<file path="src/rtl/alu_issue_ctrl.sv">
// Issue controller for a single multi-cycle ALU: accepts one request at a time, strobes the ALU,
// waits for completion or timeout, and holds the result until the writeback side takes it.
module alu_issue_ctrl #(
   parameter int TIMEOUT = 15
) (
   input  logic        clk,
   input  logic        rst_n,
   input  logic        req_valid,
   output logic        req_ready,
   input  logic        req_int_float,
   input  logic [3:0]  req_op,
   input  logic [1:0]  req_dec0,
   input  logic [31:0] req_a,
   input  logic [1:0]  req_dec1,
   input  logic [31:0] req_b,
   input  logic [4:0]  req_rd,
   output logic        alu_int_float,
   output logic [3:0]  alu_op,
   output logic [1:0]  alu_decoration0,
   output logic [31:0] alu_operand0,
   output logic [1:0]  alu_decoration1,
   output logic [31:0] alu_operand1,
   output logic        alu_start,
   input  logic        alu_ready,
   input  logic [31:0] alu_res,
   input  logic        alu_zero,
   input  logic        alu_neg,
   input  logic        alu_nan,
   output logic        wb_valid,
   input  logic        wb_ready,
   output logic [31:0] wb_res,
   output logic [4:0]  wb_rd,
   output logic        wb_zero,
   output logic        wb_neg,
   output logic        wb_nan,
   output logic        wb_timeout
);

   typedef enum logic [1:0] {
      IDLE  = 2'd0,
      ISSUE = 2'd1,
      WAIT  = 2'd2,
      RESP  = 2'd3
   } state_t;

   localparam logic [7:0] WAIT_LAST = 8'(TIMEOUT - 1);

   state_t     state;
   state_t     state_nxt;
   logic [7:0] wait_cnt;
   logic       accept;
   logic       bypass;
   logic       wait_done;
   logic       wait_expire;

   assign accept      = (state == IDLE) && req_valid;
   // Integer divide by zero never reaches the ALU; the result is synthesised here.
   assign bypass      = !req_int_float && (req_op == 4'b0111) && (req_b == 32'd0);
   assign wait_done   = (state == WAIT) && alu_ready;
   assign wait_expire = (state == WAIT) && !alu_ready && (wait_cnt == WAIT_LAST);

   assign req_ready = (state == IDLE);
   assign alu_start = (state == ISSUE);
   assign wb_valid  = (state == RESP);

   always_ff @(posedge clk or negedge rst_n) begin
      if (!rst_n) begin
         state <= IDLE;
      end else begin
         state <= state_nxt;
      end
   end

   always_comb begin
      state_nxt = state;
      case (state)
         IDLE: begin
            if (req_valid) begin
               state_nxt = bypass ? RESP : ISSUE;
            end
         end
         ISSUE: state_nxt = WAIT;
         WAIT: begin
            if (wait_done || wait_expire) begin
               state_nxt = RESP;
            end
         end
         RESP: begin
            if (wb_ready) begin
               state_nxt = IDLE;
            end
         end
         default: state_nxt = IDLE;
      endcase
   end

   // Counter is zero on the first WAIT cycle; reaching TIMEOUT happens on the edge it would wrap to it.
   always_ff @(posedge clk or negedge rst_n) begin
      if (!rst_n) begin
         wait_cnt <= 8'd0;
      end else if (state == WAIT) begin
         if (!alu_ready) begin
            wait_cnt <= wait_cnt + 8'd1;
         end
      end else begin
         wait_cnt <= 8'd0;
      end
   end

   always_ff @(posedge clk or negedge rst_n) begin
      if (!rst_n) begin
         alu_int_float   <= 1'b0;
         alu_op          <= 4'd0;
         alu_decoration0 <= 2'd0;
         alu_operand0    <= 32'd0;
         alu_decoration1 <= 2'd0;
         alu_operand1    <= 32'd0;
      end else if (accept) begin
         alu_int_float   <= req_int_float;
         alu_op          <= req_op;
         alu_decoration0 <= req_dec0;
         alu_operand0    <= req_a;
         alu_decoration1 <= req_dec1;
         alu_operand1    <= req_b;
      end
   end

   always_ff @(posedge clk or negedge rst_n) begin
      if (!rst_n) begin
         wb_res     <= 32'd0;
         wb_rd      <= 5'd0;
         wb_zero    <= 1'b0;
         wb_neg     <= 1'b0;
         wb_nan     <= 1'b0;
         wb_timeout <= 1'b0;
      end else begin
         if (accept) begin
            wb_rd <= req_rd;
         end
         if (accept && bypass) begin
            wb_res     <= 32'hFFFF_FFFF;
            wb_zero    <= 1'b0;
            wb_neg     <= 1'b1;
            wb_nan     <= 1'b1;
            wb_timeout <= 1'b0;
         end else if (wait_done) begin
            wb_res     <= alu_res;
            wb_zero    <= alu_zero;
            wb_neg     <= alu_neg;
            wb_nan     <= alu_nan;
            wb_timeout <= 1'b0;
         end else if (wait_expire) begin
            wb_res     <= 32'd0;
            wb_zero    <= 1'b1;
            wb_neg     <= 1'b0;
            wb_nan     <= 1'b1;
            wb_timeout <= 1'b1;
         end
      end
   end

endmodule

</file>
<file path="config.mk">
export PLATFORM = sky130hd
export DESIGN_NAME = alu_issue_ctrl
export DESIGN_NICKNAME = d
export VERILOG_FILES = /design/src/rtl/alu_issue_ctrl.sv
export SDC_FILE = /design/constraint.sdc
export NUM_CORES = 1
export LEC_CHECK = 0
export ABC_CLOCK_PERIOD_IN_PS = 2350
export CAP_MARGIN = 20
export CORE_ASPECT_RATIO = 2
export CORE_MARGIN = 10
export CORE_UTILIZATION = 40
export CTS_BUF_LIST = sky130_fd_sc_hd__clkbuf_16
export DETAILED_ROUTE_END_ITERATION = 6
export PLACE_DENSITY = 0.78
export SLEW_MARGIN = 20
export SYNTH_ARGS = -nofsm -noshare
export SYNTH_HDL_FRONTEND = slang
export SYNTH_SLANG_ARGS = --single-unit
</file>
<file path="constraint.sdc">
create_clock -name clk -period 2.35 [get_ports clk]
set_input_delay 0.47 -clock clk [delete_from_list [all_inputs] [get_ports clk]]
set_output_delay 0.47 -clock clk [all_outputs]
set_load 0.1 [all_outputs]
</file>
Word-level counts from Yosys, hierarchy flattened:

Cells that the tools add are included.

* bits in registers: 124
* bits of input ports: 118

* add/subtract/negate cells: 1
* equality and inequality tests: 9
* mux-type cells: 20
* reduce and logical (&&, ||, !) cells: 14

Operators by type and width (number)
* $mux W32: 3
* $logic_not A32 Y1: 1
* $mux W8: 2
* $mux W1: 10
* $add A8 B1 Y8 const B: 1
* $eq A8 B4 Y1 const B: 1
* $mux W2: 4
* $pmux W2 S4: 1
* $logic_and A1 B1 Y1: 7
* $ne A2 B2 Y1 const B: 3
* $eq A2 B2 Y1 const B: 2
* $eq A4 B3 Y1 const B: 1
* $reduce_and A3 Y1: 1
* $reduce_bool A3 Y1: 1
* $eq A2 B1 Y1 const B: 1
* $logic_not A1 Y1: 2
* $logic_not A2 Y1: 1
* $ne A2 B1 Y1 const B: 1
* $logic_or A1 B1 Y1: 1

Longest topological paths before layout:

* word-level depth: 6
* gate-level depth with buffers: 7
* mapped depth without buffers: 6

Least setup slack after synthesis:

No wires, ideal clock.

* kind: reg2reg
* start: register state[0]
* end: register wb_timeout
* arrival time: 2.451 ns
* required time: 2.212 ns
* path slack: -0.239 ns
* stages on the path, launching flop included: 7
* path buffers: 1
* cells stage by stage: dfrtp_1 inv_1 ha_1 nand2_1 nor4_4 buf_6 a211oi_1

* cells in the longest elaborated chain, start to end: 4
* elaborated cells on any way between the ends: 10
* classes of those cells: eq/ne (1); mux (2); reduce/logical (7)

Ends and longest elaborated chain
* start: declaration: line 48 `state_t state;`
* start signal: assignment: line 70 `state <= state_nxt;`
* $logic_not A2 Y1 *
* net req_ready: line 9 `output logic req_ready,`
* $logic_and A1 B1 Y1 *: line 56 `assign accept = (state == IDLE) && req_valid;`
* $logic_and A1 B1 Y1 *: line 140 `if (accept && bypass) begin`
* $reduce_bool A3 Y1 (no source line) or $mux W1 (tied branches)
* end signal: assignment: line 135 `wb_timeout <= 1'b0;`
* end signal: assignment: line 145 `wb_timeout <= 1'b0;`
* end signal: assignment: line 151 `wb_timeout <= 1'b0;`
* end: declaration: line 36 `output logic wb_timeout`

Mark *: on every way through the listed nets, which the timed path passes. The rest lies on a longest branch.
A chain may end at the register's enable or synchronous reset.

Final worst setup path:

* start: register state[0]
* end: register state[1]

* cells in the longest elaborated chain, start to end: 6
* elaborated cells on any way between the ends: 13
* classes of those cells: eq/ne (6); mux (1); reduce/logical (6)

Ends and longest elaborated chain
* $eq A2 B2 Y1: line 59, 60, 76
* $logic_and A1 B1 Y1 (2 in series): line 60 `assign wait_expire = (state == WAIT) && !alu_ready && (wait_cnt == WAIT_LAST);`
* $logic_or A1 B1 Y1: line 84 `if (wait_done || wait_expire) begin`
* $ne A2 B2 Y1 (no source line)
* $reduce_and A3 Y1 (no source line)

Parallel ways exist; a longest one is shown, timed or not.

==> results.sh <==
export IMPL_timing_final_max_slew_violations=0
export IMPL_synth_fp_nets=457
export IMPL_critical_path_arrival_ns=2.34
export IMPL_postSynthRegisterBits=124
export IMPL_die_area_um2=17630
export IMPL_floorplan_rows=57
export IMPL_mappedNetlistArea_um2=4996
export IMPL_finalNetCount=697
export IMPL_route_final_wire_length_um=15920
export IMPL_post_route_drc_count=0
export IMPL_die_x_um=99.03
export IMPL_timing_hold_worst_class="in -> async"
export IMPL_critical_path_slowest_cell="or4_1"
export IMPL_post_cts_setup_buffer_count=0
export IMPL_num_io_pins=235
export IMPL_grt_max_degree=115
export IMPL_filler_cell_count=909
export IMPL_cts_inserted_buffers=17
export IMPL_crit_path_max_fanout=4
export IMPL_status="finished, final reports clean"
export IMPL_clkTransAtPathRegs_ns=0.06
export IMPL_area_delta_synth_final_pct=57.95
export IMPL_global_routing_usage_summed_across_all_routing_layers_pct=17.79
export IMPL_n_antenna_cell=0
export IMPL_worst_skew_pair_late_latency_ns=0.41
export IMPL_timing_max_slew_rel_slack_pct=54.18
export IMPL_yosys_area_top_type_share_pct=62.11
export IMPL_core_area_um2=12200
export IMPL_setup_tns_ns=0
export IMPL_timing_final_crit_share_pct=87.94
export IMPL_fmax_ghz=0.4839
export IMPL_synth_seq_area_share_pct=62.11
export IMPL_wire_length_of_the_first_global_routing_pass_um=24580
export IMPL_antenna_left=0
export IMPL_htreeDepth=4
export IMPL_yosys_warnings=0
export IMPL_cp_slowest_stage_delay_ns=0.57
export IMPL_worst_pin_slew_ns=0.6873
export IMPL_netlist_cell_type_count=36
export IMPL_max_cap_viol_count=0
export IMPL_final_layout_size_suffix_gt1_share_pct=42.12
export IMPL_initial_utilization_pct=40.97
export IMPL_critical_path_startpoint_type="register"
export IMPL_required_time_at_the_worst_slack_endpoint_ns=2.63
export IMPL_clock_root_buffer="clkbuf_16"
export IMPL_die_height_um=178.1
export IMPL_setup_viol=0
export IMPL_fin_worst_skew_ns=0.01009
export IMPL_tritoncts="built"
export IMPL_avgRoutedWirePerCell_um=21.77
export IMPL_num_vias=3863
export IMPL_layout_min_cycle_time_ns=2.067
export IMPL_synth_avg_cell_area_um2=15.05
export IMPL_hpwl_um=12050
export IMPL_first_global_vias=4311
export IMPL_criticalPathCategory="reg -> reg"
export IMPL_drt_iter0_drc=120
export IMPL_port_bufs=234
export IMPL_viasPerCell=5.285
export IMPL_critical_path_cell_chain="inv_1, ha_1, nand4bb_1, or4_1, a311oi_1, a2bb2oi_1"
export IMPL_synthTopCellsByArea="dfrtp_1 62%, mux2_2 18%, a221o_1 5.4%"
export IMPL_firstDrtPassIters=4
export IMPL_yosysTopAreaCell="dfrtp_1"
export IMPL_cpLargestDelayFamily="simple AND/OR/NAND/NOR gates"
export IMPL_gp_congestion=0.7593
export IMPL_path_buf_inv=1
export IMPL_final_hold_violation_count=0
export IMPL_cts_path_max_buffers=2
export IMPL_end_kind="register"
export IMPL_gr_total_overflow=0
export IMPL_rsz0062_at_grt="no"
export IMPL_antenna_found_initial=0
export IMPL_numClockSinks=124
export IMPL_cells_after_synthesis=332
[worst register-to-register path: stages, from the launching register on]
cell and delay (ns):
dfrtp_1 0.42, inv_1 0.13, ha_1 0.22, nand4bb_1 0.13, or4_1 0.57, a311oi_1 0.38
a2bb2oi_1 0.10
[Yosys cell counts]
cell type,n
nor3_1,2
clkbuf_1,10
xnor2_1,6
and2_1,10
a211oi_1,1
nor2b_1,4
nor4b_2,1
dfrtp_1,124
a311oi_1,1
a21boi_0,1
o21ai_0,1
a221o_1,27
nor2_1,3
inv_1,8
o32a_1,1
buf_1,1
nand2_1,6
nand4_1,6
a31oi_1,1
buf_2,6
nor4_1,3
a2bb2oi_1,1
or4_1,2
o41a_1,1
mux2_2,78
nor4_4,1
nor4b_1,2
and3_1,1
a221o_2,6
xor2_1,1
ha_1,7
nand4bb_1,1
o21bai_2,1
buf_6,4
nor4_2,2
o22ai_1,1
[stage by stage]
step                      cell area, µm²  instances  hold WS, ns  utilization, %  worst slack, ns
final                               7891        731       0.4545           64.71           0.2835
after CTS                           7891        731       0.4354           64.71           0.2808
after global routing                7891        731       0.4545           64.71          0.09562
after floorplan                     4999        332       0.1744               -           0.1412
after global placement              7236        699       0.3139           59.33           0.1016
after detailed placement            7236        699       0.3177           59.33          0.06514
[what timing repair did]
| action | 4_1_cts | 5_1_grt |
|---|---|---|
| resized for setup | 0 | 0 |
| hold buffers | 1 | 0 |
| hold endpoints to repair | 10 | 0 |
[flip-flops by register name, indices dropped and copies added, names as in the netlist, 2 cells and up]
name             flops
wb_rd                5
alu_decoration1      2
alu_operand1        32
wait_cnt             8
state                2
alu_operand0        32
wb_res              32
alu_op               4
alu_decoration0      2
[cell families after synthesis]
group | Yosys count | synth area share, %
xor+xnor | 7 | 1.227
fa+ha+maj | 7 | 1.753
simple gates | 44 | 5.985
mux | 78 | 17.58
flops | 124 | 62.11
compound gates | 43 | 8.415
buf+inv | 29 | 2.930
[layout by cell type (no fill, tap or decap), types with 2 or more instances in the layout]
master / n
bufinv_16: 5
mux2_2: 78
nor2_1: 3
clkdlybuf4s50_1: 116
nor4_2: 2
clkbuf_16: 17
clkinvlp_4: 3
nor2b_1: 4
nor3_1: 2
inv_1: 9
nand4_1: 6
buf_4: 120
nor4b_1: 2
buf_12: 5
xnor2_1: 6
ha_1: 6
dfrtp_1: 124
and2_1: 10
nand2_1: 5
clkinv_4: 4
or4_1: 2
a221o_1: 27
nor4_1: 3
a221o_2: 6
[per-layer routing]
| metal | track usage [%] | vias up | part of all wire (%) |
|---|---|---|---|
| li1 | - | 1714 | - |
| met1 | 18.06 | 1964 | 35 |
| met2 | 31.41 | 165 | 54 |
| met3 | 7.090 | 20 | 8.0 |
| met4 | 7.383 | 0 | 2.2 |
| met5 | 0 | - | 0 |
[final timing paths]
kind / startpoint / end / slack [ns] / depth (start not counted)
max: state[0]$_DFFE_PN0P_ / state[1]$_DFFE_PN0P_ / 0.28 / 6
min: rst_n / wb_rd[3]$_DFFE_PN0N_ / 0.45 / 2
max reg2reg: state[0]$_DFFE_PN0P_ / state[1]$_DFFE_PN0P_ / 0.28 / 6
min reg2reg: alu_operand1[21]$_DFFE_PN0N_ / alu_operand1[21]$_DFFE_PN0N_ / 0.50 / 1
max in group asynchronous: rst_n / alu_op[3]$_DFFE_PN0N_ / 1.00 / 3
min in group clk: alu_operand1[21]$_DFFE_PN0N_ / alu_operand1[21]$_DFFE_PN0N_ / 0.50 / 1
[area by class of cell]
class,instances,area [µm²],area share (%)
flip-flops and latches,124,3103,39.32
repair buffers,242,2172,27.52
multi-input cells,179,1757,22.26
clock buffers,17,425.4,5.391
clock inverters,14,220.2,2.791
well taps,147,183.9,2.331
inverters,8,30.03,0.3805
Power is not shown: default switching activity piles up to over one toggle a cycle in this logic, so the estimate is an artifact.
